`src/rtl/fetch_pkg.sv`:
```
// Shared definitions for the instruction fetch unit: FSM encoding,
// reset PC default and instruction field positions.
package fetch_pkg;

    typedef enum logic [1:0] {
        ST_IDLE  = 2'd0,
        ST_FETCH = 2'd1,
        ST_EXEC  = 2'd2
    } state_t;

    localparam logic [31:0] RESET_PC_DEFAULT = 32'h0000_0000;

    // Instruction field MSB positions (MIPS-style encoding).
    localparam int OPCODE_MSB  = 31;
    localparam int IMM_MSB     = 15;
    localparam int JTARGET_MSB = 25;

    // Sign-extended 16-bit immediate scaled to a byte offset.
    function automatic logic [31:0] branch_offset(input logic [IMM_MSB:0] imm);
        return {{14{imm[IMM_MSB]}}, imm, 2'b00};
    endfunction

endpackage

```
`src/rtl/pc_next.sv`:
```
// Combinational next-PC selection for the fetch unit.
// Priority: jump_reg > jump > taken beq > taken bne > sequential.
module pc_next
    import fetch_pkg::*;
(
    input  logic [31:0]          i_pc_plus4,
    input  logic [JTARGET_MSB:0] i_instr,
    input  logic [31:0]          i_rs_data,
    input  logic                 i_jump,
    input  logic                 i_jump_reg,
    input  logic                 i_branch,
    input  logic                 i_bne,
    input  logic                 i_alu_zero,
    output logic [31:0]          o_next_pc,
    output logic                 o_misalign
);

    logic [31:0] w_branch_target;
    logic [31:0] w_jump_target;
    logic [31:0] w_jr_target;

    assign w_branch_target = i_pc_plus4 + branch_offset(i_instr[IMM_MSB:0]);
    assign w_jump_target   = {i_pc_plus4[31:28], i_instr[JTARGET_MSB:0], 2'b00};
    // The low two bits of a JR target are dropped; misalignment is only flagged.
    assign w_jr_target     = {i_rs_data[31:2], 2'b00};

    // Select the next PC by fixed priority; branch beats bne if both are set.
    always_comb begin
        o_next_pc  = i_pc_plus4;
        o_misalign = 1'b0;
        if (i_jump_reg) begin
            o_next_pc  = w_jr_target;
            o_misalign = |i_rs_data[1:0];
        end else if (i_jump) begin
            o_next_pc = w_jump_target;
        end else if (i_branch) begin
            if (i_alu_zero) begin
                o_next_pc = w_branch_target;
            end
        end else if (i_bne && !i_alu_zero) begin
            o_next_pc = w_branch_target;
        end
    end

endmodule

```
`src/rtl/fetch_unit.sv`:
```
// Multi-cycle instruction fetch unit: holds the PC, fetches each
// instruction over a req/ready handshake and computes the next PC.
//
// Handshake: imem_req is high for the whole FETCH state with imem_addr
// (= pc) stable; the transfer completes on the rising edge where
// imem_req and imem_ready are both high, and imem_rdata is captured on
// that edge. imem_ready is don't-care whenever imem_req is low.
module fetch_unit
    import fetch_pkg::*;
#(
    parameter logic [31:0] RESET_PC = RESET_PC_DEFAULT
)(
    input  logic        clk,
    input  logic        rst,
    output logic        imem_req,
    output logic [31:0] imem_addr,
    input  logic        imem_ready,
    input  logic [31:0] imem_rdata,
    output logic [31:0] instr,
    output logic        instr_valid,
    output logic [31:0] pc,
    output logic [31:0] pc_plus4,
    input  logic        stall,
    input  logic        jump,
    input  logic        jump_reg,
    input  logic        branch,
    input  logic        bne,
    input  logic        alu_zero,
    input  logic [31:0] rs_data,
    output logic        addr_err,
    output logic [1:0]  dbg_state
);

    state_t      r_state;
    state_t      w_state_next;
    logic [31:0] r_pc;
    logic [31:0] r_instr;
    logic        r_addr_err;
    logic [31:0] w_pc_plus4;
    logic [31:0] w_next_pc;
    logic        w_misalign;
    logic        w_imem_req;
    logic        w_instr_valid;
    logic        w_fetch_done;
    logic        w_retire;

    assign w_pc_plus4   = r_pc + 32'd4;
    assign w_fetch_done = (r_state == ST_FETCH) && imem_ready;
    assign w_retire     = (r_state == ST_EXEC) && !stall;

    pc_next u_pc_next (
        .i_pc_plus4 (w_pc_plus4),
        .i_instr    (r_instr[JTARGET_MSB:0]),
        .i_rs_data  (rs_data),
        .i_jump     (jump),
        .i_jump_reg (jump_reg),
        .i_branch   (branch),
        .i_bne      (bne),
        .i_alu_zero (alu_zero),
        .o_next_pc  (w_next_pc),
        .o_misalign (w_misalign)
    );

    // FSM state register; reset forces IDLE from any state.
    always_ff @(posedge clk) begin
        if (rst) begin
            r_state <= ST_IDLE;
        end else begin
            r_state <= w_state_next;
        end
    end

    // FSM next-state and Moore outputs.
    always_comb begin
        w_state_next  = r_state;
        w_imem_req    = 1'b0;
        w_instr_valid = 1'b0;
        case (r_state)
            ST_IDLE: begin
                w_state_next = ST_FETCH;
            end
            ST_FETCH: begin
                w_imem_req = 1'b1;
                if (imem_ready) begin
                    w_state_next = ST_EXEC;
                end
            end
            ST_EXEC: begin
                w_instr_valid = 1'b1;
                if (!stall) begin
                    w_state_next = ST_FETCH;
                end
            end
            default: begin
                w_state_next = ST_IDLE;
            end
        endcase
    end

    // PC, instruction and address-error registers; a response arriving in
    // the reset cycle is discarded because reset takes priority.
    always_ff @(posedge clk) begin
        if (rst) begin
            r_pc       <= RESET_PC;
            r_instr    <= 32'd0;
            r_addr_err <= 1'b0;
        end else begin
            r_addr_err <= 1'b0;
            if (w_fetch_done) begin
                r_instr <= imem_rdata;
            end
            if (w_retire) begin
                r_pc       <= w_next_pc;
                r_addr_err <= w_misalign;
            end
        end
    end

    assign imem_req    = w_imem_req;
    assign imem_addr   = r_pc;
    assign instr       = r_instr;
    assign instr_valid = w_instr_valid;
    assign pc          = r_pc;
    assign pc_plus4    = w_pc_plus4;
    assign addr_err    = r_addr_err;
    assign dbg_state   = r_state;

endmodule

```
`config.mk`:
```
export PLATFORM = sky130hd
export DESIGN_NAME = fetch_unit
export DESIGN_NICKNAME = d
export VERILOG_FILES = /design/src/rtl/fetch_pkg.sv /design/src/rtl/pc_next.sv /design/src/rtl/fetch_unit.sv
export SDC_FILE = /design/constraint.sdc
export NUM_CORES = 1
export LEC_CHECK = 0
export BUFFER_PORTS_ARGS = -buffer_cell sky130_fd_sc_hd__buf_2
export CAP_MARGIN = 20
export CORE_UTILIZATION = 30
export CTS_CLUSTER_SIZE = 30
export DETAILED_ROUTE_END_ITERATION = 7
export GPL_TIMING_DRIVEN = 0
export PLACE_DENSITY = 0.53
export SKIP_CTS_REPAIR_TIMING = 1
export SYNTH_ARGS = -nofsm -noshare
export SYNTH_HDL_FRONTEND = slang
export SYNTH_HIERARCHICAL = 1
export SYNTH_SLANG_ARGS = --single-unit
```
`constraint.sdc`:
```
create_clock -name clk -period 8.3 [get_ports clk]
set_input_delay 0.415 -clock clk [delete_from_list [all_inputs] [get_ports clk]]
set_output_delay 0.415 -clock clk [all_outputs]
set_load 0.02 [all_outputs]
```
==> metrics.md, run 1 <==
| Metric | Value |
|---|---|
| Die Area | `a little under 0.02 mm^2` |
| Detailed Place HPWL | `18300 um` |
| Cells after DPL | `~1300` |
| Fin crit share | `0.505` |
| Port Buffers | `202` |
| Top cells by area, synth | `dfxtp_1 (23%), nand2_1 (12%), a21oi_1 (12%)` |
| Largest net degree at the start of global routing | `19` |
| Synth unique cells | `between 60 and 70` |
| Clock Skews | `0.00767 ns` |
| H-tree levels | `3` |
| Nature of the critical path endpoint | `flop` |
| Layout Cells excl Fill | `1278` |
| Diodes inserted | `0` |
| Initial core utilization | `0.308` |
| DP Worst Slack | `4.17 ns` |
| Relative slew slack | `0.454` |
| CP arrival | `4.39 ns` |
| Leakage | `approximately 3.4 nW` |
| Global-route wire length before repair | `between 30000 and 40000 um` |
| Drt wl/cell | `18.0 um` |
| Ys Warns | `6` |
| Die span in x | `141 um` |
| Vias in the first global route | `5914` |
| Endpoints failing hold | `0` |
| CP bufs+invs | `2` |
| Clock buffer depth | `2` |
| Max-slew violations | `0` |
| Total grt overflow | `0` |
| Status | `finished clean` |
| Clock power share | `0.419` |
| Initial antenna violation count | `0` |
| Internal | `approximately 0.62 mW` |
| Cell Pwr Density | `122 mW/mm^2` |
| FF+latch count, synth | `67` |
| Unrepaired setup endpoints after global routing | `false` |
| Peak supply drop | `92.6 uV` |
| DRT Pass-1 Iters | `5` |
| Crit Path Category | `flop to flop` |
| Reg power frac | `0.387` |
| Top-area cell type share of the netlist area | `0.232` |
| Min-Delay Path Class | `primary input to flop` |
| Crit path max fanout | `9` |
| NumNets Final | `1144` |
| Area growth syn-to-layout | `27.5%` |
| Max Clk Rate | `approximately 240 MHz` |
| Post-detailed-routing wire length | `23100 um` |
| Total CTS buffers | `9` |
| Gr usage total | `0.230` |
| Most common cell after layout, fill and taps aside | `buf_2` |
| Via density | `a little over 5` |
| Worst path slowest cell | `dfxtp_1` |
| Hold WS | `0.307 ns` |
| Commonest non-fill, non-tap cells in the layout | `buf_2 (210), nand2_1 (187), a21oi_1 (136)` |
| Final min period | `4.19 ns` |
| Sink Count | `67` |
| Iter 0 DRT Violations | `380` |
| Cell taking the most area after synthesis | `dfxtp_1` |
| Family with the most delay on the worst path | `compound AO/OA/AOI/OAI gates` |
| Worst-skew pair later-pin latency | `0.34 ns` |
| Seq/Total Area, Yosys | `0.232` |
| Largest stage delay on the critical path | `0.47 ns` |
| GP Congestion | `between 0.8 and 0.9` |
| Layout cells sized above 1 | `0.274` |
| P_sw | `0.275 mW` |
| Height of the die | `between 100 and 150 um` |
| WP data required | `8.50 ns` |
| Final setup viols | `0` |
| TritonCTS clock tree | `yes` |
| Critical Path Source Type | `flop` |
| Max-cap violation count | `0` |
| Final WS setup | `4.11 ns` |
| Core Region | `between 0.015 and 0.02 mm^2` |
| Synth async-reset ratio | `0` |
| Post-Syn Area per Cell | `6.98 um^2` |
| CP cell instances | `and4_1 > buf_2 > nand4_4 > nor3_2 > xor2_1 > ha_1 > clkbuf_1 > a21oi_1 > o21ai_1 > a311o_1 > a211o_1 > a31oi_1 > xor2_1 > o221ai_1 > nand2_1 > a21oi_1` |
| EDFF count, synth | `0` |
| Synthesized area | `0.00577 mm^2` |
| Switching share of power | `0.307` |
| Design Power | `0.895 mW` |
| Drt drc | `0` |
| Routed Antenna Nets | `0` |
| Main synth FF type | `dfxtp_1` |
| Setup TNS | `0 ns` |
| Synthesized Nets | `a little over 900` |
| CTS root buffer | `clkbuf_16` |
| Rows | `50` |
| Clock slew at reported path FFs | `approximately 0.060 ns` |
| Gate Count Post-Synth | `between 800 and 900` |
| Vias | `6503` |
| Combinational Power Share | `0.194` |
| Slew @ Worst Pin | `0.817 ns` |
| IO Count | `just over 200` |
## area by class of cell
| cell class | instances | area, um^2 |
|---|---|---|
| Inverter | 23 | 86.3 |
| Clock inverter | 6 | 57.6 |
| Timing Repair Buffer | 202 | 1010 |
| Fill cell | 2059 | 11400 |
| Multi-Input combinational cell | 653 | 3870 |
| Tap cell | 234 | 293 |
| Clock buffer | 9 | 225 |
| Buffer | 84 | 472 |
| Sequential cell | 67 | 1340 |
## worst paths after layout
path | cells after the start | slack [ns] | to | startpoint
min reg2reg | 2 | 0.46 | instr[29] | instr[29]
max reg2reg | 16 | 4.11 | imem_addr[30] | imem_addr[2]
max | 16 | 4.11 | imem_addr[30] | imem_addr[2]
min | 3 | 0.31 | instr[27] | imem_rdata[27]
## power by group through the flow
stage	Combinational (mW)	Sequential (mW)	Clock (mW)
6_report	0.173	0.347	0.375
5_1_grt	0.189	0.348	0.394
4_1_cts	0.172	0.347	0.380
3_5_place_dp	0.171	0.354	0
3_3_place_gp	0.172	0.354	0
2_1_floorplan	0.0924	0.361	0
## per-layer routing
| metal | global-route usage | routed length [um] | up-vias |
|---|---|---|---|
| li1 | - | - | 3289 |
| met1 | 0.318 | 10500 | 2969 |
| met2 | 0.368 | 10400 | 223 |
| met3 | 0.0387 | 1810 | 22 |
| met4 | 0.0606 | 393 | 0 |
| met5 | 0 | 0 | - |
## sequential cells by signal, indices dropped and copies added, names as in the netlist
| name | cells |
|---|---|
| addr_err | 1 |
| dbg_state | 2 |
| imem_addr | 32 |
| instr | 32 |
## Yosys cell counts (6+ instances only)
cell and instances:
nand2_1 187, a21oi_1 136, dfxtp_1 67, clkbuf_1 37, buf_4 35, nor2_1 35, o21ai_0 35, ha_1 30
xor2_1 27, xnor2_1 25, inv_1 23, nand3_1 21, and3_1 11, nor3_1 11, nand4_1 9, a21o_1 8
a221oi_1 8, buf_2 8, o211ai_1 8, nand2b_1 7, and4_1 6, o21ai_1 6, o221ai_1 6
## stage by stage
step / cell area, um^2 / utilization
after floorplan: 5770 / -
after global placement: 7080 / 0.377
after detailed placement: 7080 / 0.377
after CTS: 7360 / 0.392
after global routing: 7360 / 0.392
final: 7360 / 0.392
## worst min-delay path, stage by stage
cell and delay (ns):
buf_2 0.09, nand2_1 0.04, a21oi_1 0.05
## cells by family after synthesis
logic type,after synthesis,synth area share
DFF,67,0.232
buffers and inverters,107,0.0966
and+or+nand+nor,321,0.264
muxes,3,0.00563
xor gates and xnor gates,52,0.0789
AOI/OAI and AO/OA,246,0.254
adders and majority gates,31,0.0685
Note: power is estimated with default switching activity, not from simulation.
==> run 2, diff against run 1 <==
--- a/config.mk
+++ b/config.mk
@@ -11,7 +11,7 @@
 export CTS_CLUSTER_SIZE = 30
 export DETAILED_ROUTE_END_ITERATION = 7
 export GPL_TIMING_DRIVEN = 0
-export PLACE_DENSITY = 0.53
+export PLACE_DENSITY = 0.55
 export SKIP_CTS_REPAIR_TIMING = 1
 export SYNTH_ARGS = -nofsm -noshare
 export SYNTH_HDL_FRONTEND = slang
==> constraint.sdc (replaced) <==
create_clock -name clk -period 3.5 [get_ports clk]
set_input_delay 0.175 -clock clk [delete_from_list [all_inputs] [get_ports clk]]
set_output_delay 0.175 -clock clk [all_outputs]
set_load 0.02 [all_outputs]
==> run 2 against run 1 <==
The flow now finishes with violations (setup timing). Worst setup slack worse by 4.2 ns. Power grew to 2.6 times the previous value. Sequential power is 140% higher. Routed wire length is 6.6% higher. Maximum frequency is 17% higher. Sequential share of layout area is 1.3 points lower. Flip-flop and latch count stayed put. Final area is 11% higher. Utilization is 4.5 points higher. First-iteration DRC count is 29% higher. Critical path type unchanged.
==> metrics.md, run 2 (synthesis gave the netlist of run 1 again) <==
| Metric | Value |
|---|---|
| Slew @ Worst Pin | `roughly 1.1 ns` |
| NumNets Final | `approximately 1200` |
| Vias | `a little under 7000` |
| Drt drc | `0` |
| Initial core utilization | `0.308` |
| Iter 0 DRT Violations | `a little under 500` |
| Max Clk Rate | `278 MHz` |
| IO Count | `206` |
| Area growth syn-to-layout | `42.0%` |
| Crit path max fanout | `7` |
| Hold WS | `0.0664 ns` |
| Final WS setup | `-0.0973 ns` |
| Die Area | `about 0.02 mm^2` |
| Detailed Place HPWL | `18800 um` |
| CTS root buffer | `clkbuf_16` |
| Layout Utilization | `0.437` |
| Clock buffer depth | `2` |
| CP arrival | `roughly 3.9 ns` |
| Unrepaired setup endpoints after global routing | `true` |
| Crit Path Category | `flop to flop` |
| Via density | `5.28` |
| Drt wl/cell | `roughly 19 um` |
| Core Region | `approximately 0.019 mm^2` |
| Final instance area | `0.00820 mm^2` |
| Cells after DPL | `1263` |
| Global-route wire length before repair | `36100 um` |
| Reg2Reg Depth | `13` |
| DP Area | `around 0.0072 mm^2` |
| Final setup viols | `2` |
| Failing checks | `setup timing` |
| Most common cell after layout, fill and taps aside | `buf_2` |
| Commonest non-fill, non-tap cells in the layout | `buf_2 (208), nand2_1 (185), a21oi_1 (129)` |
| Post-detailed-routing wire length | `24600 um` |
| Layout filler cell count | `1967` |
| WP data required | `3.77 ns` |
| Design Power | `about 2.3 mW` |
| Register-to-register setup slack | `-0.1 ns` |
| Fin crit share | `1.03` |
| FF/Latch Area | `between 0.001 and 0.0015 mm^2` |
| Relative slew slack | `0.251` |
| Layout Cells excl Fill | `between 1000 and 1500` |
| Sink Count | `67` |
| Critical Path Source Type | `flop` |
| Die span in x | `141 um` |
| Clock slew at reported path FFs | `~0.060 ns` |
| Largest net degree at the start of global routing | `19` |
| Port Buffers | `roughly 200` |
| Routed Antenna Nets | `0` |
| Total CTS buffers | `9` |
| Initial antenna violation count | `1` |
| Cell Pwr Density | `284 mW/mm^2` |
| TritonCTS clock tree | `yes` |
| Area of the multi-input gates | `~0.0044 mm^2` |
| Peak supply drop | `232 uV` |
| Endpoints failing hold | `0` |
| Min-Delay Path Class | `primary input to flop` |
| Vias in the first global route | `between 6000 and 7000` |
| GP Congestion | `0.919` |
| Status | `finished, violations left` |
| Height of the die | `141 um` |
| Gr usage total | `0.240` |
| Clock Skews | `0.00918 ns` |
| DRT Pass-1 Iters | `6` |
| WHS Path Cells | `3` |
| Total grt overflow | `0` |
| Final min period | `3.60 ns` |
| H-tree levels | `3` |
| Leakage | `3.86 nW` |
| Nature of the critical path endpoint | `flop` |
| Layout cells sized above 1 | `0.373` |
| Max-cap violation count | `0` |
| Rows | `50` |
| Worst-skew pair later-pin latency | `0.34 ns` |
| Max-slew violations | `0` |
-- run 2: changes by cell type in the layout (fill, tap and decap cells not counted), moves of 10 or more --
cell	previous run	this run
buf_4	35	63
dfxtp_1	67	49
xnor2_1	25	15
xor2_1	27	17
-- run 2: cell type report --
cell class,count,area share
Antenna cell,1,0.000305
Buffer,77,0.0545
Clock buffer,11,0.0296
Clock inverter,5,0.0122
Inverter,23,0.0110
Multi-Input combinational cell,653,0.533
Sequential cell,67,0.169
Tap cell,234,0.0357
Timing Repair Buffer,233,0.155
-- run 2: through the flow --
step / TNS, ns / worst slack [ns]
final: -0.116 / -0.0973
after global routing: -0.821 / -0.240
after CTS: -2.75 / -0.480
after detailed placement: -2.51 / -0.466
after global placement: -2.34 / -0.519
after floorplan: 0 / 0.00851
-- run 2: worst max-delay path: stages, from the launching register on --
cell and delay (ns):
dfxtp_4 0.44, and4_4 0.33, nand4_4 0.23, nor3_2 0.29, xor2_2 0.31, ha_1 0.39, o21a_1 0.15, o21ai_1 0.19
nor4b_2 0.25, nor4_1 0.09, or4_1 0.52, nand4_1 0.15, nand2_1 0.06, a21oi_1 0.11
-- run 2: layer usage --
metal,share of wire,up-vias,track usage
met1,0.46,3267,0.334
met5,0,-,0
met3,0.072,28,0.0472
met4,0.016,0,0.0652
met2,0.46,260,0.374
li1,-,3335,-
-- run 2: final timing paths --
kind	end	from
max	imem_addr[29]	imem_addr[16]
min	instr[7]	imem_rdata[7]
max reg2reg	imem_addr[29]	imem_addr[16]
min reg2reg	instr[30]	instr[30]
-- run 2: report_power, final --
group          internal (mW)  switching [mW]  total [mW]
logic                  0.159           0.278       0.437
registers              0.781          0.0380       0.819
clock network          0.713           0.358        1.07
total                   1.65           0.674        2.33
